==> src/rtl/cfu_share_arbiter_pkg.sv <==
// Shared constants and helpers for the CFU sharing arbiter and its id FIFO.
package cfu_share_arbiter_pkg;

  localparam int unsigned CfuFunctionIdW = 1;
  localparam int unsigned CfuReqInputs   = 2;
  localparam int unsigned CfuReqDataW    = 32;
  localparam int unsigned CfuRespDataW   = 32;

  // Ceiling log2; clog2(1) == 0.
  function automatic int unsigned clog2(input int unsigned value);
    int unsigned res;
    res = 0;
    for (int unsigned i = 0; i < 32; i++) begin
      if ((64'd1 << i) < 64'(value)) res = i + 1;
    end
    return res;
  endfunction

  // Index width for n items, never narrower than one bit.
  function automatic int unsigned id_width(input int unsigned n);
    return (clog2(n) < 1) ? 1 : clog2(n);
  endfunction

endpackage

==> src/rtl/cfu_id_fifo.sv <==
// Synchronous FIFO of requester indices; Depth must be a power of two so
// the read/write pointers wrap naturally.
module cfu_id_fifo
  import cfu_share_arbiter_pkg::*;
#(
  parameter int unsigned Width = 1,
  parameter int unsigned Depth = 4
) (
  input  logic                   clock,
  input  logic                   reset,
  input  logic                   push,
  input  logic                   pop,
  input  logic [Width-1:0]       din,
  output logic [Width-1:0]       dout,
  output logic                   full,
  output logic                   empty,
  output logic [clog2(Depth):0]  count
);

  localparam int unsigned PtrW = clog2(Depth);

  logic [Width-1:0] mem_q [Depth];
  logic [PtrW-1:0]  wr_ptr_q;
  logic [PtrW-1:0]  rd_ptr_q;
  logic [PtrW:0]    count_q;
  logic             do_push;
  logic             do_pop;

  assign full    = (count_q == (PtrW + 1)'(Depth));
  assign empty   = (count_q == '0);
  assign do_push = push && !full;
  assign do_pop  = pop && !empty;
  assign dout    = mem_q[rd_ptr_q];
  assign count   = count_q;

  always_ff @(posedge clock) begin
    if (!reset) begin
      wr_ptr_q <= '0;
      rd_ptr_q <= '0;
      count_q  <= '0;
    end else begin
      if (do_push) wr_ptr_q <= wr_ptr_q + 1'b1;
      if (do_pop)  rd_ptr_q <= rd_ptr_q + 1'b1;
      case ({do_push, do_pop})
        2'b10:   count_q <= count_q + 1'b1;
        2'b01:   count_q <= count_q - 1'b1;
        default: count_q <= count_q;
      endcase
    end
  end

  always_ff @(posedge clock) begin
    if (do_push) mem_q[wr_ptr_q] <= din;
  end

endmodule

==> src/rtl/cfu_share_arbiter.sv <==
// Shares one in-order CFU between N_REQ requesters: round-robin request arbitration
// with stall lock, and an id FIFO steering each response back to its issuer.
module cfu_share_arbiter
  import cfu_share_arbiter_pkg::*;
#(
  parameter int unsigned N_REQ             = 2,
  parameter int unsigned CFU_FUNCTION_ID_W = CfuFunctionIdW,
  parameter int unsigned CFU_REQ_INPUTS    = CfuReqInputs,
  parameter int unsigned CFU_REQ_DATA_W    = CfuReqDataW,
  parameter int unsigned CFU_RESP_DATA_W   = CfuRespDataW,
  parameter int unsigned OUTSTANDING       = 4
) (
  input  logic                                              clock,
  input  logic                                              reset,
  input  logic [N_REQ-1:0]                                  up_req_valid,
  output logic [N_REQ-1:0]                                  up_req_ready,
  input  logic [N_REQ*CFU_FUNCTION_ID_W-1:0]                up_req_func,
  input  logic [N_REQ*CFU_REQ_INPUTS*CFU_REQ_DATA_W-1:0]    up_req_data,
  output logic [N_REQ-1:0]                                  up_resp_valid,
  input  logic [N_REQ-1:0]                                  up_resp_ready,
  output logic [CFU_RESP_DATA_W-1:0]                        up_resp_data,
  output logic                                              up_resp_err,
  output logic                                              cfu_req_valid,
  input  logic                                              cfu_req_ready,
  output logic [CFU_FUNCTION_ID_W-1:0]                      cfu_req_func,
  output logic [CFU_REQ_INPUTS*CFU_REQ_DATA_W-1:0]          cfu_req_data,
  input  logic                                              cfu_resp_valid,
  output logic                                              cfu_resp_ready,
  input  logic [CFU_RESP_DATA_W-1:0]                        cfu_resp_data,
  input  logic                                              cfu_resp_err,
  output logic [clog2(OUTSTANDING):0]                       inflight,
  output logic                                              proto_err
);

  localparam int unsigned IdW = id_width(N_REQ);
  localparam int unsigned OpW = CFU_REQ_INPUTS * CFU_REQ_DATA_W;
  localparam int unsigned FnW = CFU_FUNCTION_ID_W;

  logic [IdW-1:0] rr_q;
  logic [IdW-1:0] lock_idx_q;
  logic           lock_q;
  logic           proto_err_q;

  logic [IdW-1:0] grant_idx;
  logic           grant_found;
  logic [IdW:0]   cand;
  logic [IdW-1:0] head_idx;
  logic           fifo_full;
  logic           fifo_empty;
  logic           req_hs;
  logic           resp_live;
  logic           resp_hs;

  // A locked grant holds the offer stable until the CFU accepts it.
  always_comb begin
    grant_found = 1'b0;
    grant_idx   = lock_idx_q;
    cand        = '0;
    if (lock_q) begin
      grant_found = up_req_valid[lock_idx_q];
    end else begin
      for (int i = 0; i < int'(N_REQ); i++) begin
        cand = {1'b0, rr_q} + (IdW + 1)'(i);
        if (cand >= (IdW + 1)'(N_REQ)) cand = cand - (IdW + 1)'(N_REQ);
        if (!grant_found && up_req_valid[cand[IdW-1:0]]) begin
          grant_found = 1'b1;
          grant_idx   = cand[IdW-1:0];
        end
      end
    end
  end

  assign cfu_req_valid = reset && grant_found && !fifo_full;
  assign req_hs        = cfu_req_valid && cfu_req_ready;

  always_comb begin
    up_req_ready = '0;
    cfu_req_func = '0;
    cfu_req_data = '0;
    for (int i = 0; i < int'(N_REQ); i++) begin
      if (grant_idx == IdW'(i)) begin
        cfu_req_func = up_req_func[i*FnW +: FnW];
        cfu_req_data = up_req_data[i*OpW +: OpW];
      end
    end
    up_req_ready[grant_idx] = req_hs;
  end

  // Responses only leave while an issued request is outstanding.
  assign resp_live      = reset && !fifo_empty;
  assign cfu_resp_ready = resp_live && up_resp_ready[head_idx];
  assign resp_hs        = cfu_resp_valid && cfu_resp_ready;
  assign up_resp_data   = cfu_resp_data;
  assign up_resp_err    = cfu_resp_err;

  always_comb begin
    up_resp_valid           = '0;
    up_resp_valid[head_idx] = cfu_resp_valid && resp_live;
  end

  always_ff @(posedge clock) begin
    if (!reset) begin
      rr_q        <= '0;
      lock_q      <= 1'b0;
      lock_idx_q  <= '0;
      proto_err_q <= 1'b0;
    end else begin
      if (req_hs) begin
        rr_q   <= (grant_idx == IdW'(N_REQ - 1)) ? '0 : grant_idx + 1'b1;
        lock_q <= 1'b0;
      end else if (cfu_req_valid) begin
        lock_q     <= 1'b1;
        lock_idx_q <= grant_idx;
      end
      if (cfu_resp_valid && fifo_empty) proto_err_q <= 1'b1;
    end
  end

  assign proto_err = proto_err_q;

  cfu_id_fifo #(
    .Width (IdW),
    .Depth (OUTSTANDING)
  ) u_id_fifo (
    .clock (clock),
    .reset (reset),
    .push  (req_hs),
    .pop   (resp_hs),
    .din   (grant_idx),
    .dout  (head_idx),
    .full  (fifo_full),
    .empty (fifo_empty),
    .count (inflight)
  );

endmodule
==> config.mk <==
export PLATFORM = sky130hd
export DESIGN_NAME = cfu_share_arbiter
export DESIGN_NICKNAME = d
export VERILOG_FILES = /design/src/rtl/cfu_share_arbiter_pkg.sv /design/src/rtl/cfu_id_fifo.sv /design/src/rtl/cfu_share_arbiter.sv
export SDC_FILE = /design/constraint.sdc
export NUM_CORES = 1
export LEC_CHECK = 0
export ABC_AREA = 1
export CORE_AREA = 10 10 99 101
export CTS_CLUSTER_SIZE = 25
export DETAILED_ROUTE_END_ITERATION = 6
export DIE_AREA = 0 0 109 111
export DONT_BUFFER_PORTS = 1
export GPL_TIMING_DRIVEN = 0
export HOLD_SLACK_MARGIN = 0.06
export PLACE_DENSITY = 0.43
export SYNTH_ARGS = -nofsm -noshare
export SYNTH_HDL_FRONTEND = slang
export SYNTH_SLANG_ARGS = --single-unit
export TNS_END_PERCENT = 50
==> constraint.sdc <==
create_clock -name clock -period 4.35 [get_ports clock]
set_input_delay 0.87 -clock clock [delete_from_list [all_inputs] [get_ports clock]]
set_output_delay 0.87 -clock clock [all_outputs]
set_load 0.005 [all_outputs]
* After elaboration in Yosys (flattened, before gate mapping) *
Memories as Yosys holds them, arrays and structs flattened. A register that Yosys moved wholly into a read port is not among the register bits.
Index checks and enable logic that the tools add are counted.

word-level totals
  bits in registers = 11
  bits in writable memories = 4
  input bits = 171
  output and inout bits = 108
  logic and storage cells = 83
  memories kept = 1

memories
  memory           words  width  rd ports  clocked after memory_dff  write ports  line               source
  u_id_fifo.mem_q  4      1      1         1                         1            cfu_id_fifo.sv:22  logic [Width-1:0] mem_q [Depth];

cells by class
  $add $sub $neg = 8
  $lt $le $gt $ge = 9
  equal/unequal tests = 3
  multiplexer cells = 31
  bitwise gates (word level) = 4
  reductions and logical operators = 20

operator list
  operator               count
  $mux W64               1
  $mux W1                25
  $logic_and A1 B1 Y1    13
  $lt A1 B2 Y1 const B   5
  $pmux W3 S2            1
  $add A2 B1 Y2 const B  2
  $and A2 B2 Y2          2
  $mux W2                2
  $add A3 B1 Y3 const B  1
  $eq A3 B3 Y1 const B   1
  $logic_not A1 Y1       3
  $logic_not A3 Y1       1
  $sub A3 B1 Y3 const B  1
  $add A1 B1 Y2 const B  1
  $demux W1 S1           2
  $eq A2 B1 Y1 const B   1
  $eq A2 B2 Y1 const B   1
  $ge A1 B1 Y1 const B   2
  $ge A1 B2 Y1 const B   1
  $ge A2 B2 Y1 const B   1
  $not A1 Y1             2
  $reduce_and A2 Y1      1
  $reduce_bool A2 Y1     1
  $reduce_or A2 Y1       1
  other kinds (2)        3

* Logic depth before layout (Yosys ltp) *
  word-level depth = 17
  gate-level depth with buffers = 15
  mapped depth without buffers = 15

* By module *
Synthesis repeated with hierarchy kept, for this count alone.

unflattened totals
  cells, all modules = 370
  area, all modules = 2014.4 sq um

modules (own cells, without submodules)
  module             instances  cells an instance  area each (sq um)  seq. area each (sq um)
  cfu_share_arbiter  1          290                1358.8             80.1
  cfu_id_fifo        1          80                 655.6              300.3

* Worst setup path before layout *
Ideal clock, no wire load.

  path kind = input to output
  start = input port up_req_valid[0]
  end = output port cfu_req_data[0]
  arrival = 1.646 ns
  required time = 3.480 ns
  slack = 1.834 ns
  stages on the path = 8
  buffers on the path = 2
  cells stage by stage = inv_1 -> o211ai_1 -> nand2_1 -> inv_2 -> buf_4 -> buf_4 -> nand2_1 -> nand2_1

between the ends
  cells in the longest elaborated chain, start to end = 9
  elaborated cells on any way between the ends = 12
  those cells by class = mux (10); reduce/logical (2)

RTL lines
  what                                        line                     source
  from (decl)                                 cfu_share_arbiter.sv:15  input logic [N_REQ-1:0] up_req_valid,
  $mux W1 (implied by the code) (2 in a row)  cfu_share_arbiter.sv:65  if (!grant_found && up_req_valid[cand[IdW-1:0]]) begin
  $mux W1                                     cfu_share_arbiter.sv:65
  $mux W1                                     cfu_share_arbiter.sv:59  if (lock_q) begin
  $logic_not A1 Y1                            cfu_share_arbiter.sv:65
  $logic_and A1 B1 Y1                         cfu_share_arbiter.sv:65
  $mux W1 (*)                                 cfu_share_arbiter.sv:65
  $mux W1 (*)                                 cfu_share_arbiter.sv:59
  $mux W64 (*)                                cfu_share_arbiter.sv:81  if (grant_idx == IdW'(i)) begin
  to (decl)                                   cfu_share_arbiter.sv:26  output logic [CFU_REQ_INPUTS*CFU_REQ_DATA_W-1:0] cfu_req_data,

Mark *: on every way between the ends. The rest lies on a longest branch, timed or not. The select of a mux whose other input is x is not followed.

* Worst setup path after layout *
  start = input port up_req_valid[0]
  end = output port cfu_req_data[13]

The elaborated chain is that of the path after synthesis.

==> run metrics <==
Reg clk slew, reported paths=0.07 ns; total die area=0.0121 sq mm; first-pass GRT wire length=13100 um; total power=0.000520 W; most frequent cells in the layout=nand2_1, buf_4, inv_1, nor2_1, dfxtp_1; Final #Nets=539; Layout fillers=926; WP data required=3.48 ns; syn_area_per_cell=5.37 sq um; die height=111 um; Slew headroom=61.1%; min Tclk post-route=2.80 ns; period utilisation layout=64.5%; DP Worst Slack=1.50 ns; syn_nets=534; max-slew violation count=0; H-Tree Depth=1; worst slew pin tran=0.583 ns; worst-skew pair later-pin latency=0.25 ns; post-synth cell types=17; synth warn=0; Critical Path AT=1.93 ns; core area=0.00797 sq mm; critical path class=in2out; DR pass1 iterations=5; Worst Path Max Fanout=10; crit-path max cell delay=0.19 ns; NetSw=0.000211 W; Setup Buffers After CTS=0; worst-case clock buffer depth=2; grt total ovfl=0; clock sink total=17; final worst slack=1.55 ns; I/O pin cnt=279; Root Driver=clkbuf_8; antenna violations before repair=0; CTS Buf Count=3; CP Cell Sequence=inv_1, o211ai_1, nand2_1, inv_2, buf_4, buf_4, nand2_1, nand2_1; non-filler cells, final=466; largest net degree at the start of global routing=14; reg-to-reg setup timing slack=2.18 ns; post-route ant nets=0; Rows=33; Leak=1.20 nW; unrepaired setup endpoints after global routing=false; HPWL Detailed=8260 um; residual DRC count=0; Tightest Hold Check Type=reg2reg; initial cell density of the core=24.1%; max_cap viols=0; Hold Vio Cnt, Final=0; WL final=9230 um; Syn Inst Count=357; Power Density=248 mW/mm^2; share of cells above drive strength 1=13.9%; Peak supply drop=0.0844 mV; DRT iter0 DRCs=91; diodes inserted=0; final setup vio count=0; crit-path most repeated cell=nand2_1; sequential fraction of design power=33.6%; max frequency=357 MHz; cell count after placement=462; hold_buf cts=0; PortBufs=0; flops & latches, synth=17; end-of-flow core utilization=26.3%; CP max-delay cell=nand2_1; CTS tree=built; number of global-route vias before repair=2317; clock network fraction of total power=23.0%; Via-to-Cell Ratio=4.56; sequential share of the synthesized area=19.8%; Worst setup EP type=output pin; commonest non-fill, non-tap cell in the layout=nand2_1; outcome=finished, final reports clean; GPL Wtd Cong=0.772; area grow syn2layout=9.27%; number of gates resized after CTS=0; die width=109 um; WL per Instance=19.8 um; CP startpoint kind=input port; Int Pwr=0.000309 W; Total GRT Usage=13.4%; post-synthesis cell area=0.00192 sq mm; Final Skew=0.00280 ns; TNS Setup=0 ns; switching portion of total power=40.6%; vias=2123; Combinational Power Share=43.4%
-- layout make-up --
| cell class | count | area (sq um) | share of cell area (%) |
|---|---|---|---|
| clock buffers | 3 | 41.3 | 1.97 |
| plain buffers | 49 | 340 | 16.2 |
| flip-flops and latches | 17 | 380 | 18.2 |
| inverters | 24 | 90.1 | 4.30 |
| multi-input cells | 267 | 1110 | 52.8 |
| clock inverters | 1 | 5.00 | 0.239 |
| well taps | 105 | 131 | 6.27 |
-- per-layer routing --
metal / up-vias / track usage (%) / routed length, um
li1: 1047 / - / -
met3: 6 / 4.30 / 1000
met5: - / 0 / 0
met2: 137 / 24.4 / 4810
met4: 0 / 2.46 / 78
met1: 933 / 14.7 / 3340
-- power by group through the flow --
stage	clock network (W)	registers [W]	logic [W]
6_report	0.000119	0.000175	0.000226
5_1_grt	0.000134	0.000176	0.000260
4_1_cts	0.000126	0.000175	0.000234
3_5_place_dp	0	0.000179	0.000233
3_3_place_gp	0	0.000178	0.000233
2_1_floorplan	0	0.000177	0.000174
-- path summary, 6_finish.rpt --
check | start | endpoint | depth (start not counted)
worst max-delay path | up_req_valid[0] | cfu_req_data[13] | 8
worst max register to register | u_id_fifo.count[0] | u_id_fifo.count[2] | 13
worst min-delay path | proto_err | proto_err | 2
worst min register to register | proto_err | proto_err | 2
-- stage by stage --
step,area (sq um),hold WS (ns)
floorplan,1920,0.447
global placement,2050,0.470
detailed placement,2050,0.472
CTS,2090,0.483
global route,2090,0.505
finish,2090,0.474
-- worst max-delay path, delay by kind of cell --
family | cells | cell delay (ns)
compound gates | 1 | 0.14
buf+inv | 4 | 0.52
simple gates | 3 | 0.39
-- cells in the mapped netlist --
master / n / area share [%]
a211oi_1: 1 / 0.39
a21oi_1: 10 / 2.6
and3_1: 1 / 0.33
buf_2: 5 / 1.3
buf_4: 40 / 16
clkbuf_1: 4 / 0.78
dfxtp_1: 13 / 14
edfxtp_1: 4 / 6.3
fa_1: 1 / 1.0
ha_1: 5 / 3.3
inv_1: 23 / 4.5
inv_2: 1 / 0.20
nand2_1: 213 / 42
nand3_1: 8 / 2.1
nor2_1: 18 / 3.5
o211ai_1: 1 / 0.39
o21ai_0: 9 / 2.3
-- logic make-up after synthesis --
kind of cell / share of synthesized area (%)
and+or+nand+nor: 47.7
buffers and inverters: 22.5
AOI/OAI and AO/OA: 5.74
DFF: 19.8
adders and majority gates: 4.31
Power figures use the tool's default switching activity.
